### src/rtl/univ_shift_reg.sv
`default_nettype none
// ============================================================================
//  Module   : univ_shift_reg
//  Purpose  : Parametrised universal register with hold / load / shift /
//             rotate / clear modes and a self-timed parallel-to-serial burst
//             engine (start / busy / done handshake). Bits leave MSB-first
//             on ser_out, which is always the register MSB.
//  Ports    : clk      - rising-edge clock
//             rst      - asynchronous reset, active low
//             mode     - operation select (sampled while idle)
//             d        - parallel data for load and burst start
//             sin_l    - fill bit for shift right (enters at MSB)
//             sin_r    - fill bit for shift left (enters at LSB)
//             start    - burst start request
//             q        - register contents
//             ser_out  - serial output (q[WIDTH-1])
//             busy     - high while a burst is in progress
//             done     - one-cycle pulse when a burst finishes
//  Revision : 1.0 - initial release
// ============================================================================
module univ_shift_reg #(
    parameter int WIDTH = 4
) (
    input  logic             clk,
    input  logic             rst,
    input  logic [2:0]       mode,
    input  logic [WIDTH-1:0] d,
    input  logic             sin_l,
    input  logic             sin_r,
    input  logic             start,
    output logic [WIDTH-1:0] q,
    output logic             ser_out,
    output logic             busy,
    output logic             done
);

    localparam int c_CNT_W = (WIDTH > 1) ? $clog2(WIDTH) : 1;

    // WIDTH-1 always fits in clog2(WIDTH) bits, so the load value never truncates.
    localparam logic [c_CNT_W-1:0] c_CNT_LAST = c_CNT_W'(WIDTH - 1);
    localparam logic [c_CNT_W-1:0] c_CNT_ONE  = c_CNT_W'(1);

    localparam logic [2:0] c_MODE_HOLD = 3'b000;
    localparam logic [2:0] c_MODE_LOAD = 3'b001;
    localparam logic [2:0] c_MODE_SHL  = 3'b010;
    localparam logic [2:0] c_MODE_SHR  = 3'b011;
    localparam logic [2:0] c_MODE_ROL  = 3'b100;
    localparam logic [2:0] c_MODE_ROR  = 3'b101;
    localparam logic [2:0] c_MODE_CLR  = 3'b110;

    typedef enum logic [0:0] {
        S_IDLE  = 1'b0,
        S_SHIFT = 1'b1
    } state_t;

    state_t             r_state;
    state_t             w_state_nxt;
    logic [WIDTH-1:0]   r_q;
    logic [WIDTH-1:0]   w_q_nxt;
    logic [c_CNT_W-1:0] r_cnt;
    logic [c_CNT_W-1:0] w_cnt_nxt;
    logic               r_done;
    logic               w_done_nxt;

    // ------------------------------------------------------------------------
    // State register
    // ------------------------------------------------------------------------
    always_ff @(posedge clk or negedge rst) begin
        if (!rst) begin
            r_state <= S_IDLE;
            r_q     <= '0;
            r_cnt   <= '0;
            r_done  <= 1'b0;
        end else begin
            r_state <= w_state_nxt;
            r_q     <= w_q_nxt;
            r_cnt   <= w_cnt_nxt;
            r_done  <= w_done_nxt;
        end
    end

    // ------------------------------------------------------------------------
    // Next-state / datapath
    // ------------------------------------------------------------------------
    always_comb begin
        w_state_nxt = r_state;
        w_q_nxt     = r_q;
        w_cnt_nxt   = r_cnt;
        w_done_nxt  = 1'b0;   // done is a pulse: dropped unless a burst ends now

        case (r_state)
            S_IDLE: begin
                if (start) begin
                    // start outranks whatever mode is presented this cycle
                    w_q_nxt     = d;
                    w_cnt_nxt   = c_CNT_LAST;
                    w_state_nxt = S_SHIFT;
                end else begin
                    case (mode)
                        c_MODE_LOAD: w_q_nxt = d;
                        c_MODE_SHL:  w_q_nxt = {r_q[WIDTH-2:0], sin_r};
                        c_MODE_SHR:  w_q_nxt = {sin_l, r_q[WIDTH-1:1]};
                        c_MODE_ROL:  w_q_nxt = {r_q[WIDTH-2:0], r_q[WIDTH-1]};
                        c_MODE_ROR:  w_q_nxt = {r_q[0], r_q[WIDTH-1:1]};
                        c_MODE_CLR:  w_q_nxt = '0;
                        c_MODE_HOLD: w_q_nxt = r_q;
                        default:     w_q_nxt = r_q;   // 111 reserved: hold
                    endcase
                end
            end

            S_SHIFT: begin
                if (r_cnt != '0) begin
                    w_q_nxt   = {r_q[WIDTH-2:0], 1'b0};
                    w_cnt_nxt = r_cnt - c_CNT_ONE;
                end else begin
                    // Last bit (d[0]) has had its full cycle on ser_out;
                    // q is left as-is so ser_out keeps showing it.
                    w_state_nxt = S_IDLE;
                    w_done_nxt  = 1'b1;
                end
            end

            default: begin
                w_state_nxt = S_IDLE;
            end
        endcase
    end

    assign q       = r_q;
    assign ser_out = r_q[WIDTH-1];
    assign busy    = (r_state == S_SHIFT);
    assign done    = r_done;

endmodule
`default_nettype wire

### config.mk
export PLATFORM = sky130hd
export DESIGN_NAME = univ_shift_reg
export DESIGN_NICKNAME = d
export VERILOG_FILES = /design/src/rtl/univ_shift_reg.sv
export SDC_FILE = /design/constraint.sdc
export NUM_CORES = 1
export LEC_CHECK = 0
export ABC_AREA = 1
export ABC_CLOCK_PERIOD_IN_PS = 1100
export BUFFER_PORTS_ARGS = -buffer_cell sky130_fd_sc_hd__buf_2
export CELL_PAD_IN_SITES_DETAIL_PLACEMENT = 0
export CELL_PAD_IN_SITES_GLOBAL_PLACEMENT = 2
export CORE_MARGIN = 10
export CORE_UTILIZATION = 22
export CTS_CLUSTER_SIZE = 25
export DETAILED_ROUTE_END_ITERATION = 8
export PLACE_DENSITY = 0.84
export SYNTH_ARGS = -nofsm -noshare
export SYNTH_HDL_FRONTEND = slang
export SYNTH_SLANG_ARGS = --single-unit
export TNS_END_PERCENT = 1
### constraint.sdc
create_clock -name clk -period 1.1 [get_ports clk]
set_clock_uncertainty 0.1 [all_clocks]
set_input_delay 0.275 -clock clk [delete_from_list [all_inputs] [get_ports clk]]
set_output_delay 0.275 -clock clk [all_outputs]
set_load 0.01 [all_outputs]
==> impl_metrics.env <==
export IMPL_max_cap_viol_count=0
export IMPL_largest_net_degree_at_the_start_of_global_routing=9
export IMPL_drc=0
export IMPL_critical_path_reg2reg_startpoint="r_cnt[1]$_DFFE_PN0P_"
export IMPL_worstHoldPathType="in2reg"
export IMPL_drt_iter0_drc=39
export IMPL_synth_cells=95
export IMPL_clock_sinks=8
export IMPL_avgViaCountPerCell=4.23
export IMPL_wire_length_of_the_first_global_routing_pass_um=3160
export IMPL_reg2reg_depth=8
export IMPL_layout_drive_gt1_share=0.405
export IMPL_critPathRequiredTime_ps=720
export IMPL_final_area_um2=925
export IMPL_routed_wirelength_um=1780
export IMPL_number_of_ports_placed_on_the_die_boundary=19
export IMPL_overflow=0
export IMPL_worst_path_buf_inv=2
export IMPL_synth_top_cell_by_area="sky130_fd_sc_hd__dfrtp_1"
export IMPL_pins_over_their_slew_limit=0
export IMPL_power_ir_vdd_worst_v=0.000976
export IMPL_worst_r2r_setup_slack_ps=-140
export IMPL_power_static_leakage_nw=0.508
export IMPL_die_height_um=72.1
export IMPL_wl_per_cell_um=11.0
export IMPL_clk_transition_reported_paths_ps=60
export IMPL_power_switching_mw=0.797
export IMPL_placed_area_um2=782
export IMPL_fillerInstances=289
export IMPL_critical_path_top_delay_family="flip-flops"
export IMPL_run_status="finished, violations left"
export IMPL_total_number_of_vias=681
export IMPL_power_density_mw_per_mm2=2200
export IMPL_net_count_after_synthesis=108
export IMPL_crit_end="busy"
export IMPL_fin_ws_ps=-173
export IMPL_rsz_0062_raised_after_global_routing="yes"
export IMPL_failed_checks="setup timing"
export IMPL_gpl_final_weighted_congestion=0.808
export IMPL_final_count_of_negative_setup_slack_endpoints=14
export IMPL_floorplan_initialDensity=0.235
export IMPL_tritoncts="built"
export IMPL_core_area_mm2=0.00254
export IMPL_timing_final_crit_period_ps=1270
export IMPL_area_share_of_the_largest_cell_type_after_synthesis=0.335
export IMPL_worstSkewPairLatency_ps=240
export IMPL_htree_levels=1
export IMPL_relSlewSlack=0.833
export IMPL_cpMaxStageDelayCell="sky130_fd_sc_hd__dfrtp_1"
export IMPL_path_max_fanout=3
export IMPL_finish_net_count=146
export IMPL_cp_cell_sequence="buf_6 -> buf_6"
export IMPL_yosys_top_cells_area="sky130_fd_sc_hd__dfrtp_1 33%, sky130_fd_sc_hd__nand2_1 19%, sky130_fd_sc_hd__nor2_1 10%"
export IMPL_placement_rows=18
export IMPL_diodes=0
export IMPL_max_freq_mhz=785
export IMPL_worst_path_largest_cell_delay_ps=410
export IMPL_cts_max_path_buffers=2
export IMPL_p_comb_frac=0.629
export IMPL_worstSetupStartpointType="flop"
export IMPL_post_synth_num_cell_types=15
export IMPL_grt_pass1_vias=755
export IMPL_crit_path_start="busy$_DFF_PN0_"
export IMPL_syn_area_per_cell_um2=6.30
export IMPL_critPathCaptureType="output pin"
export IMPL_path_class="reg2out"
export IMPL_power_share_switching=0.392
export IMPL_fp_dieArea_mm2=0.00520
export IMPL_seq_power_share=0.264
export IMPL_internal_power_mw=1.24
export IMPL_clk_root_buffer_cell="sky130_fd_sc_hd__clkbuf_4"
export IMPL_ys_warnings_count=0
export IMPL_cp_data_arrival_time_ps=900
export IMPL_synthesis_area_um2=598
export IMPL_placement_io_buffers=18
export IMPL_grt_antenna_before_repair=0
export IMPL_die_w_um=72.1
export IMPL_tritoncts_num_buffers=3
export IMPL_drt_pass1_iterations=4
export IMPL_clock_power_share=0.107
export IMPL_rr_endpoint="r_cnt[1]$_DFFE_PN0P_"
export IMPL_detail_route_antenna_nets=0
export IMPL_final_core_utilization=0.363
export IMPL_layout_area_overhead_vs_synth_pct=54.6
export IMPL_synth_yosys_seq_area_share=0.335
export IMPL_worst_path_stages=2
export IMPL_worstMarginPinSlew_ps=250
export IMPL_half_perimeter_wire_length_of_the_detailed_placement_result_um=1480
export IMPL_min_period_over_period=1.16
export IMPL_critical_path_most_common_cell="sky130_fd_sc_hd__buf_6"
export IMPL_track_usage=0.0712
export IMPL_synth_seq_cells=8
export IMPL_hold_violations=0
export IMPL_whs_ps=272
==> routing by layer <==
metal	vias to the layer above	global-route usage	part of all wire
met1	303	0.0787	0.44
met5	-	0	0
met3	0	0.0218	0.063
li1	365	-	-
met2	13	0.127	0.50
met4	0	0.0194	0
==> placed cells by master (no fill, tap or decap), types with 2 or more instances in the layout <==
| cell type | count |
|---|---|
| sky130_fd_sc_hd__inv_1 | 10 |
| sky130_fd_sc_hd__nand2_2 | 6 |
| sky130_fd_sc_hd__inv_2 | 3 |
| sky130_fd_sc_hd__dfrtp_1 | 8 |
| sky130_fd_sc_hd__nor2_1 | 14 |
| sky130_fd_sc_hd__clkbuf_4 | 3 |
| sky130_fd_sc_hd__buf_2 | 14 |
| sky130_fd_sc_hd__o21ai_1 | 2 |
| sky130_fd_sc_hd__nor2_4 | 3 |
| sky130_fd_sc_hd__a21oi_1 | 5 |
| sky130_fd_sc_hd__nand2_1 | 28 |
| sky130_fd_sc_hd__nand3_1 | 9 |
| sky130_fd_sc_hd__buf_6 | 6 |
| sky130_fd_sc_hd__buf_4 | 13 |
==> worst min path at each step <==
| stage | from | end | depth (start not counted) |
|---|---|---|---|
| 6_report | d[1] | q[1]$_DFFE_PN0P_ | 5 |
| 5_1_grt | d[1] | q[1]$_DFFE_PN0P_ | 5 |
| 4_1_cts | sin_r | q[0]$_DFFE_PN0P_ | 5 |
| 3_5_place_dp | rst | q[0]$_DFFE_PN0P_ | 1 |
| 3_3_place_gp | rst | r_cnt[0]$_DFFE_PN0P_ | 1 |
| 2_1_floorplan | rst | busy$_DFF_PN0_ | 0 |
==> Yosys cell counts, drive strengths merged <==
cell type and count:
nor2 18, inv 14, nand3 9, o21ai 2, ha 1, a21oi 6
nand2 34, nor3 1, buf 2, dfrtp 8
==> kinds of logic after synthesis <==
family	share of synthesized area
AOI/OAI and AO/OA	0.0732
adders and majority gates	0.0209
and+or+nand+nor	0.452
DFF	0.335
buffers and inverters	0.119
==> cell type report <==
cell class	instances	area, um2	share of cell area
clock buffer	3	22.5	0.0244
sequential	8	200	0.217
inverter	14	55.1	0.0595
timing repair buffer	35	265	0.287
tap	30	37.5	0.0406
multi-input combinational	71	344	0.372
==> power groups by stage <==
stage | logic (mW) | registers, mW | clock network, mW
finish | 1.28 | 0.538 | 0.217
floorplan | 0.518 | 0.567 | 0
CTS | 1.05 | 0.527 | 0.237
detailed placement | 0.959 | 0.532 | 0
global placement | 0.944 | 0.525 | 0
global route | 1.45 | 0.563 | 0.250
==> state kept, by name, summed over array words and instances (netlist names) <==
register,cells
q,4
busy,1
r_cnt,2
done,1
==> metrics by stage <==
stage / setup TNS (ps) / cells / power (mW) / setup WS, ps
CTS: -1580 / 156 / 1.82 / -189
global placement: -871 / 151 / 1.47 / -184
finish: -1450 / 161 / 2.04 / -173
detailed placement: -1020 / 151 / 1.49 / -197
global route: -2580 / 161 / 2.26 / -266
floorplan: -421 / 95 / 1.08 / -109
==> worst register-to-register path: stages (launching register included) <==
cell and delay, ps:
sky130_fd_sc_hd__dfrtp_1 340, sky130_fd_sc_hd__inv_1 50, sky130_fd_sc_hd__ha_2 170, sky130_fd_sc_hd__nand2_2 70, sky130_fd_sc_hd__inv_4 50, sky130_fd_sc_hd__buf_12 120
sky130_fd_sc_hd__nor2_4 110, sky130_fd_sc_hd__nor2_1 50, sky130_fd_sc_hd__a21oi_1 100
==> what timing repair did <==
action	4_1_cts	5_1_grt
hold buffers	1	0
endpoints found under the setup margin	14	14
pin swaps	1	4
endpoints found under the hold margin	8	0
resized for setup	8	9
buffers inserted	1	5
(Power assumes the default switching activity.)
